--- config.mk ---
export PLATFORM = sky130hd
export DESIGN_NAME = mem_stage_ctrl
export DESIGN_NICKNAME = d
export VERILOG_FILES = /design/src/rtl/pipe_pkg.sv /design/src/rtl/wait_counter.sv /design/src/rtl/mem_stage_ctrl.sv
export SDC_FILE = /design/constraint.sdc
export NUM_CORES = 1
export LEC_CHECK = 0
export ABC_AREA = 1
export CAP_MARGIN = 30
export CELL_PAD_IN_SITES_DETAIL_PLACEMENT = 0
export CELL_PAD_IN_SITES_GLOBAL_PLACEMENT = 1
export CORE_MARGIN = 3
export CORE_UTILIZATION = 27
export DETAILED_ROUTE_END_ITERATION = 6
export HOLD_SLACK_MARGIN = 0.06
export PLACE_DENSITY = 0.87
export SLEW_MARGIN = 5
export SYNTH_ARGS = -nofsm -noshare
export SYNTH_HDL_FRONTEND = slang
export SYNTH_SLANG_ARGS = --single-unit
--- constraint.sdc ---
create_clock -name clk -period 1.9 [get_ports clk]
set_input_delay 0.38 -clock clk [delete_from_list [all_inputs] [get_ports clk]]
set_output_delay 0.38 -clock clk [all_outputs]
set_load 0.03 [all_outputs]
--- src/rtl/pipe_pkg.sv ---
`default_nettype none
// ============================================================================
//  Module   : pipe_pkg
//  Purpose  : Shared types and constants for the 5-stage pipeline MEM stage.
//             Holds the MEM-stage sequencer state encoding and the default
//             data-memory timeout.
//  Revision : 1.0 - initial release
// ============================================================================
package pipe_pkg;

    typedef enum logic [1:0] {
        IDLE   = 2'd0,
        ACCESS = 2'd1,
        DONE   = 2'd2
    } mem_state_t;

    localparam int DMEM_TIMEOUT_DEFAULT = 255;

endpackage : pipe_pkg
`default_nettype wire

--- src/rtl/wait_counter.sv ---
`default_nettype none
// ============================================================================
//  Module   : wait_counter
//  Purpose  : Counts the cycles a data-memory request has been outstanding
//             and flags when TIMEOUT cycles have elapsed.
//  Ports    : clk, rst    - clock, synchronous active-high reset
//             clr         - return count to zero
//             en          - advance count by one (saturates at TIMEOUT)
//             count       - current cycle count
//             done        - count has reached TIMEOUT
//  Revision : 1.0 - initial release
// ============================================================================
module wait_counter #(
    parameter int TIMEOUT = 255,
    parameter int CNT_W   = $clog2(TIMEOUT + 1)
) (
    input  logic             clk,
    input  logic             rst,
    input  logic             clr,
    input  logic             en,
    output logic [CNT_W-1:0] count,
    output logic             done
);

    localparam logic [CNT_W-1:0] c_LIMIT = CNT_W'(TIMEOUT);

    logic [CNT_W-1:0] r_count;

    always_ff @(posedge clk) begin
        if (rst || clr) begin
            r_count <= '0;
        end else if (en && !done) begin
            r_count <= r_count + CNT_W'(1);
        end
    end

    assign count = r_count;
    assign done  = (r_count == c_LIMIT);

endmodule : wait_counter
`default_nettype wire

--- src/rtl/mem_stage_ctrl.sv ---
`default_nettype none
// ============================================================================
//  Module   : mem_stage_ctrl
//  Purpose  : MEM-stage sequencer. Issues loads/stores to a variable-latency
//             data memory over a req/ack handshake, stalls the pipeline while
//             an access is outstanding, captures load data for MEM/WB, aborts
//             accesses that wait TIMEOUT cycles, and resolves taken branches.
//  Ports    : clk, rst                 - clock, synchronous active-high reset
//             memRead_i, memWrite_i    - load / store request from EX/MEM
//             branch_i, zeroALU_i      - branch in MEM and ALU zero flag
//             addr_i, wdata_i          - access address and store data
//             dmem_req/we/addr/wdata   - registered request to data memory
//             dmem_ack, dmem_rdata     - completion pulse and load data
//             stall, flush, pcSrc      - combinational pipeline controls
//             readData                 - registered load result
//             memErr                   - sticky access-timeout flag
//  Revision : 1.0 - initial release
// ============================================================================
module mem_stage_ctrl
    import pipe_pkg::*;
#(
    parameter int N       = 64,
    parameter int TIMEOUT = DMEM_TIMEOUT_DEFAULT
) (
    input  logic         clk,
    input  logic         rst,
    input  logic         memRead_i,
    input  logic         memWrite_i,
    input  logic         branch_i,
    input  logic         zeroALU_i,
    input  logic [N-1:0] addr_i,
    input  logic [N-1:0] wdata_i,
    output logic         dmem_req,
    output logic         dmem_we,
    output logic [N-1:0] dmem_addr,
    output logic [N-1:0] dmem_wdata,
    input  logic         dmem_ack,
    input  logic [N-1:0] dmem_rdata,
    output logic         stall,
    output logic         flush,
    output logic         pcSrc,
    output logic [N-1:0] readData,
    output logic         memErr
);

    localparam int c_CNT_W = $clog2(TIMEOUT + 1);

    mem_state_t         r_state;
    mem_state_t         w_next_state;
    logic               r_req;
    logic               r_we;
    logic [N-1:0]       r_addr;
    logic [N-1:0]       r_wdata;
    logic [N-1:0]       r_rdata;
    logic               r_err;

    logic               w_start;
    logic               w_in_access;
    logic               w_stall;
    logic               w_taken;
    logic               w_cnt_done;
    logic               w_timeout;
    // The sequencer only needs the terminal flag, not the running count.
    logic [c_CNT_W-1:0] w_wait_count_unused;

    // Counter runs from the request cycle onward, so in the k-th ACCESS
    // cycle it reads k and done marks the TIMEOUT-th cycle with req high.
    wait_counter #(
        .TIMEOUT (TIMEOUT),
        .CNT_W   (c_CNT_W)
    ) u_wait_counter (
        .clk   (clk),
        .rst   (rst),
        .clr   (!(w_start || w_in_access)),
        .en    (w_start || w_in_access),
        .count (w_wait_count_unused),
        .done  (w_cnt_done)
    );

    assign w_in_access = (r_state == ACCESS);
    assign w_timeout   = w_in_access && w_cnt_done;

    always_comb begin
        w_next_state = r_state;
        w_stall      = 1'b0;
        w_start      = 1'b0;
        case (r_state)
            IDLE: begin
                if (memRead_i || memWrite_i) begin
                    w_stall      = 1'b1;
                    w_start      = 1'b1;
                    w_next_state = ACCESS;
                end
            end
            ACCESS: begin
                w_stall = 1'b1;
                if (dmem_ack || w_timeout) begin
                    w_next_state = DONE;
                end
            end
            DONE: begin
                // Same instruction is still in EX/MEM; never restart here.
                w_next_state = IDLE;
            end
            default: begin
                w_next_state = IDLE;
            end
        endcase
        w_taken = branch_i && zeroALU_i && !w_stall && !w_in_access;
    end

    always_ff @(posedge clk) begin
        if (rst) begin
            r_state <= IDLE;
            r_req   <= 1'b0;
            r_we    <= 1'b0;
            r_addr  <= '0;
            r_wdata <= '0;
            r_rdata <= '0;
            r_err   <= 1'b0;
        end else begin
            r_state <= w_next_state;
            case (r_state)
                IDLE: begin
                    if (w_start) begin
                        r_req   <= 1'b1;
                        r_we    <= memWrite_i;   // write wins over read
                        r_addr  <= addr_i;
                        r_wdata <= wdata_i;
                    end
                end
                ACCESS: begin
                    // A late ack in the timeout cycle still counts as success.
                    if (dmem_ack) begin
                        r_req <= 1'b0;
                        if (!r_we) begin
                            r_rdata <= dmem_rdata;
                        end
                    end else if (w_timeout) begin
                        r_req <= 1'b0;
                        r_err <= 1'b1;
                        if (!r_we) begin
                            r_rdata <= '0;
                        end
                    end
                end
                default: begin
                end
            endcase
        end
    end

    assign dmem_req   = r_req;
    assign dmem_we    = r_we;
    assign dmem_addr  = r_addr;
    assign dmem_wdata = r_wdata;
    assign readData   = r_rdata;
    assign memErr     = r_err;
    assign stall      = w_stall;
    assign flush      = w_taken;
    assign pcSrc      = w_taken;

endmodule : mem_stage_ctrl
`default_nettype wire
==> flow_summary.toml, run 1 <==
[logic_synthesis]
synth_top_area_share = 0.563
synth_area_per_cell_um2 = 7.81
syn-num-nets = 1133
synthCells = 933
ys_seq_area_frac = 0.563
synth_cell_types = 21
ys_ff_latch = 205
yosysTopAreaCell = "dfxtp_1"
netlist_area_um2 = 7290
ys_top_cells_by_area = "dfxtp_1 56%, nor2_1 14%, o21ai_0 8.9%"
ys_warn_count = 0

[route]
wire_per_inst_um = 15.1
vias_per_cell = 4.42
drt-initial-drc-count = 359
totalWireLength_um = 25400
vias = 7406
drc = 0
drt-pass1-iter-count = 4
ant_nets = 0

[timing]
final_period_minus_worst_setup_slack_ns = 1.80
finalClockSkew_ns = 0.0140
worstMarginPinSlew_ns = 0.727
hold_violations = 0
setup_tns_ns = 0
fmax_mhz = 557
slew_violations = 0
fin_crit_sh = 0.946
relSlewSlack = 0.515
finalSetupViolCount = 0
rsz0062_at_grt = "false"

[clock_tree]
ctsHoldBuffers = 0
clock_sinks = 205
clockBufferDepth = 3
cts_htree_levels = 1
cts_made_buffers = 24
tritoncts = "yes"
clkTransAtPathRegs_ns = 0.06
cts_root_buffer = "clkbuf_16"
clock_latency_ns = 0.51

[worst_setup_path]
worstReg2RegStart = "u_wait_counter.count[0]$_SDFFE_PP0P_"
crit_chain = "nor2_2, nand2_4, nand2_2, nor2_4, buf_6"
slowest_stage = "dfxtp_1"
cp-end-kind = "output pin"
path_class = "reg -> out"
required_ns = 1.52
r2r-end = "readData[40]$_SDFFE_PP0P_"
crit_buf_inv = 1
slowest_delay_ns = 0.38
cp_max_fo = 4
crit_family = "simple AND/OR/NAND/NOR gates"
r2r_slack_ns = 0.26
r2r_cells = 9
worstPathArrival_ns = 1.42
crit_path_start_kind = "register"

[finish]
drive_gt1_frac = 0.0715
utilization = 0.467
diodes = 0
fillCellCount = 2624
multi_input_area_um2 = 2780
final_area_um2 = 12300
final_nets = 1524
final_common_cell = "nor2_1"
seq_area_um2 = 4100
area.growth.synth_to_final_pct = 68.4
layout_common_cells = "269 x nor2_1, 205 x dfxtp_1, 196 x clkdlybuf4s50_1, 194 x dlygate4sd2_1, 154 x nand2_1"

[grt]
antenna_found_initial = 0
grt_start_max_net_pins = 82
grt_pass1_wl_um = 38100
overflow = 0
track_usage = 0.162
grt_pass1_vias = 7146

[job]
max-cap-violations = 0

[placement]
gp_congestion = 0.773
placed_cell_area_um2 = 11600
hpwl_um = 18300
numPortBuffers = 396

[worst_hold_path]
hold_path_class = "in -> reg"
whs_path_depth = 3
worstHoldStart = "memWrite_i"
min_to = "dmem_we$_SDFFE_PP0P_"

[floorplanning]
rows = 59
chipWidth_um = 170
start_util = 0.277
die_height_um = 170
dieArea_um2 = 29000
boundaryPins = 397
core_region_area_um2 = 26300

[power_and_ir_drop]
leakage_nw = 5.57
irDropWorstVdd_uv = 733
power_mw = 12.6
power_density_nw_per_um2 = 1030

[status]
status = "finished, final reports clean"
==> worst max path at each step <==
stage	to	cells past startpoint	start
after CTS	pcSrc	7	memWrite_i
after floorplan	pcSrc	6	memRead_i
after detailed placement	dmem_addr[50]$_SDFFE_PP0P_	8	memWrite_i
final	pcSrc	5	r_state[0]$_SDFFE_PP0P_
after global routing	pcSrc	5	r_state[0]$_SDFFE_PP0P_
after global placement	dmem_addr[50]$_SDFFE_PP0P_	8	memWrite_i
==> logic make-up after synthesis <==
group,Yosys count,share of synthesized area
xor+xnor,1,0.00120
fa+ha+maj,1,0.00172
simple gates,442,0.234
buf+inv,79,0.0586
flops,205,0.563
compound gates,205,0.141
==> through the flow <==
stage	std cells	hold slack, ns	setup slack (ns)
floorplan	933	0.472	0.0881
global placement	1631	0.446	-0.0504
detailed placement	1631	0.452	-0.0417
CTS	1675	0.395	0.00697
global route	1677	0.197	0.00902
finish	1677	0.230	0.103
==> flip-flops by register name, indices dropped and copies added, names as in the netlist <==
signal and cells:
u_wait_counter.count 8, r_state 2, dmem_we 1, dmem_req 1
memErr 1, dmem_addr 64, readData 64, dmem_wdata 64
==> cell usage after synthesis <==
| cell | count |
|---|---|
| nor2_1 | 271 |
| dfxtp_1 | 205 |
| nand2_1 | 156 |
| o21ai_0 | 130 |
| a21oi_1 | 73 |
| clkbuf_1 | 33 |
| buf_2 | 16 |
| inv_1 | 16 |
| buf_6 | 7 |
| nand2_2 | 7 |
| clkbuf_8 | 5 |
| nand3_1 | 3 |
| buf_4 | 2 |
| nor3_1 | 2 |
| a31oi_1 | 1 |
| ha_1 | 1 |
| nand2_4 | 1 |
| nor2_2 | 1 |
| nor3_4 | 1 |
| o21bai_1 | 1 |
| xor2_1 | 1 |
==> tightest hold or removal path, stage by stage <==
cell	delay [ns]
dlymetal6s2s_1	0.16
nand2_1	0.08
a21oi_1	0.06
==> power breakdown <==
part / switching (mW) / internal (mW) / total (mW) / leakage (nW)
combinational: 1.76 / 1.12 / 2.88 / 3.47
sequential: 0.200 / 4.71 / 4.91 / 1.69
clock: 1.86 / 2.93 / 4.79 / 0.415
==> repair_timing <==
item                                    CTS  global route
resized for setup                       196             5
endpoints found under the setup margin  197             2
pin swaps                                 0             2
buffers inserted                          0             2
==> routing by layer <==
metal | routed length [um] | share of wire | vias to the layer above | GRT usage
met1 | 9870 | 0.39 | 3276 | 0.186
met5 | 0 | 0 | - | 0
met4 | 827 | 0.033 | 0 | 0.0526
li1 | - | - | 3757 | -
met2 | 11700 | 0.46 | 322 | 0.274
met3 | 2950 | 0.12 | 51 | 0.0699
==> cell type report <==
type                       instances  area share
sequential                       205       0.334
timing repair buffer             428       0.332
tap                              335      0.0342
clock buffer                      29      0.0546
clock inverter                    15      0.0135
multi-input combinational        649       0.227
inverter                          16     0.00520
Note: power is estimated with default switching activity, not from simulation.
==> inputs of run 2 (changes only) <==
--- a/config.mk
+++ b/config.mk
@@ -9,11 +9,12 @@
 export CAP_MARGIN = 30
 export CELL_PAD_IN_SITES_DETAIL_PLACEMENT = 0
 export CELL_PAD_IN_SITES_GLOBAL_PLACEMENT = 1
-export CORE_MARGIN = 3
-export CORE_UTILIZATION = 27
+export CORE_AREA = 3 3 153 155
 export DETAILED_ROUTE_END_ITERATION = 6
+export DIE_AREA = 0 0 156 158
+export DONT_BUFFER_PORTS = 1
 export HOLD_SLACK_MARGIN = 0.06
-export PLACE_DENSITY = 0.87
+export PLACE_DENSITY = 0.68
 export SLEW_MARGIN = 5
 export SYNTH_ARGS = -nofsm -noshare
 export SYNTH_HDL_FRONTEND = slang
==> flow_summary.toml, run 2 (synthesis gave the netlist of run 1 again) <==
[clock_tree]
cts_htree_levels = 1
clock_sinks = 205
cts_made_buffers = 23
cts_root_buffer = "clkbuf_16"
clkTransAtPathRegs_ns = 0.06
clock_latency_ns = 0.50
tritoncts = "yes"
clockBufferDepth = 3

[worst_setup_path]
crit_family = "simple AND/OR/NAND/NOR gates"
cp_max_fo = 7
crit_buf_inv = 1
crit_top_cell = "nand2_4"
crit_path_start_kind = "register"
crit_chain = "nor2_2, nand2_4, nand2_4, nor2_4, buf_12"
required_ns = 1.52
path_class = "reg -> out"
slowest_delay_ns = 0.31
worstPathArrival_ns = 1.42
cp-end-kind = "output pin"
slowest_stage = "dfxtp_1"

[finish]
utilization = 0.461
diodes = 0
drive_gt1_frac = 0.0624
final_nets = 1291
area.growth.synth_to_final_pct = 39.0
final_common_cell = "nor2_1"
finalNonFillerCells = 1386
layout_common_cells = "269 x nor2_1, 205 x dfxtp_1, 177 x dlygate4sd3_1, 154 x nand2_1, 130 x o21ai_0"
final_area_um2 = 10100

[timing]
relSlewSlack = 0.653
setup_tns_ns = 0
fmax_mhz = 556
rsz0062_at_grt = "false"
hold_violations = 0
fin_ws_ns = 0.101
slew_violations = 0
finalClockSkew_ns = 0.0100
finalSetupViolCount = 0
final_period_minus_worst_setup_slack_ns = 1.80
hold_ws_ns = 0.0819
worstMarginPinSlew_ns = 0.520
fin_crit_sh = 0.947

[floorplanning]
core_region_area_um2 = 22000
chipWidth_um = 156
die_height_um = 158
dieArea_um2 = 24600
start_util = 0.332
rows = 54
boundaryPins = 397

[grt]
antenna_found_initial = 1
grt_pass1_vias = 6361
grt_start_max_net_pins = 127
overflow = 0
track_usage = 0.170
grt_pass1_wl_um = 34000

[placement]
hpwl_um = 15200
placed_cell_area_um2 = 7540
pre_cts_ws_ns = 0.254
dp.cells = 1168
numPortBuffers = 0
gp_congestion = 0.734

[power_and_ir_drop]
power_density_nw_per_um2 = 1160
power_mw = 11.7
irDropWorstVdd_uv = 723
leakage_nw = 4.00

[worst_hold_path]
hold_path_class = "in -> reg"

[route]
vias_per_cell = 4.75
drc = 0
vias = 6580
wire_per_inst_um = 16.8
drt-initial-drc-count = 521
totalWireLength_um = 23300
ant_nets = 0
drt-pass1-iter-count = 4

[job]
max-cap-violations = 0

[status]
status = "finished, final reports clean"
## run 2: final timing paths
check                                       startpoint                                    to  slack, ns  cells past startpoint
setup / recovery               r_state[1]$_SDFFE_PP0P_                                 flush       0.10                      5
hold / removal                              wdata_i[8]            dmem_wdata[8]$_SDFFE_PP0P_       0.08                      2
setup reg to reg  u_wait_counter.count[0]$_SDFFE_PP0P_             readData[52]$_SDFFE_PP0P_       0.24                      9
hold reg to reg   u_wait_counter.count[0]$_SDFFE_PP0P_  u_wait_counter.count[0]$_SDFFE_PP0P_       0.50                      2
## run 2: what timing repair did
action                                 4_1_cts  5_1_grt
gates cloned                                 0        0
hold buffers                               178        0
gates resized for setup                      2        2
pin swaps                                    0        0
setup endpoints to repair                    3        2
endpoints found under the hold margin      182        0
buffers inserted                             0        0
## run 2: worst register-to-register path: stages, from the launching register on
cell	delay (ns)
dfxtp_1	0.37
ha_1	0.18
nand2_1	0.09
nor2_1	0.21
nand2_2	0.14
nand2_2	0.10
nand2_4	0.05
buf_12	0.19
nand2_1	0.14
a21oi_1	0.06
## run 2: where the power goes
part	leakage [nW]	total (mW)	internal [mW]	switching (mW)
logic	1.94	1.40	0.620	0.779
registers	1.69	5.82	4.71	1.11
clock network	0.370	4.50	2.79	1.71
total	4.00	11.7	8.12	3.59
## run 2: layout make-up
cell class	count	area (um2)
Fill cell	2098	11800
Sequential cell	205	4100
Clock buffer	33	653
Timing Repair Buffer	196	2060
Tap cell	280	350
Multi-Input combinational cell	649	2780
Inverter	16	62.6
Clock inverter	7	119
## run 2: layer usage
layer | up-vias | share of wire | track usage | wire [um]
met4 | 2 | 0.022 | 0.0391 | 503
met1 | 2964 | 0.37 | 0.185 | 8580
met3 | 35 | 0.12 | 0.0809 | 2900
met2 | 295 | 0.48 | 0.300 | 11300
li1 | 3284 | - | - | -
met5 | - | 0.00056 | 0 | 13
==> inputs of run 3 (changes only) <==
--- a/config.mk
+++ b/config.mk
@@ -13,6 +13,7 @@
 export DETAILED_ROUTE_END_ITERATION = 6
 export DIE_AREA = 0 0 156 158
 export DONT_BUFFER_PORTS = 1
+export GPL_ROUTABILITY_DRIVEN = 0
 export HOLD_SLACK_MARGIN = 0.06
 export PLACE_DENSITY = 0.68
 export SLEW_MARGIN = 5
==> results of run 3 <==
The final DEF is identical to that of run 2; final timing and power are the same.
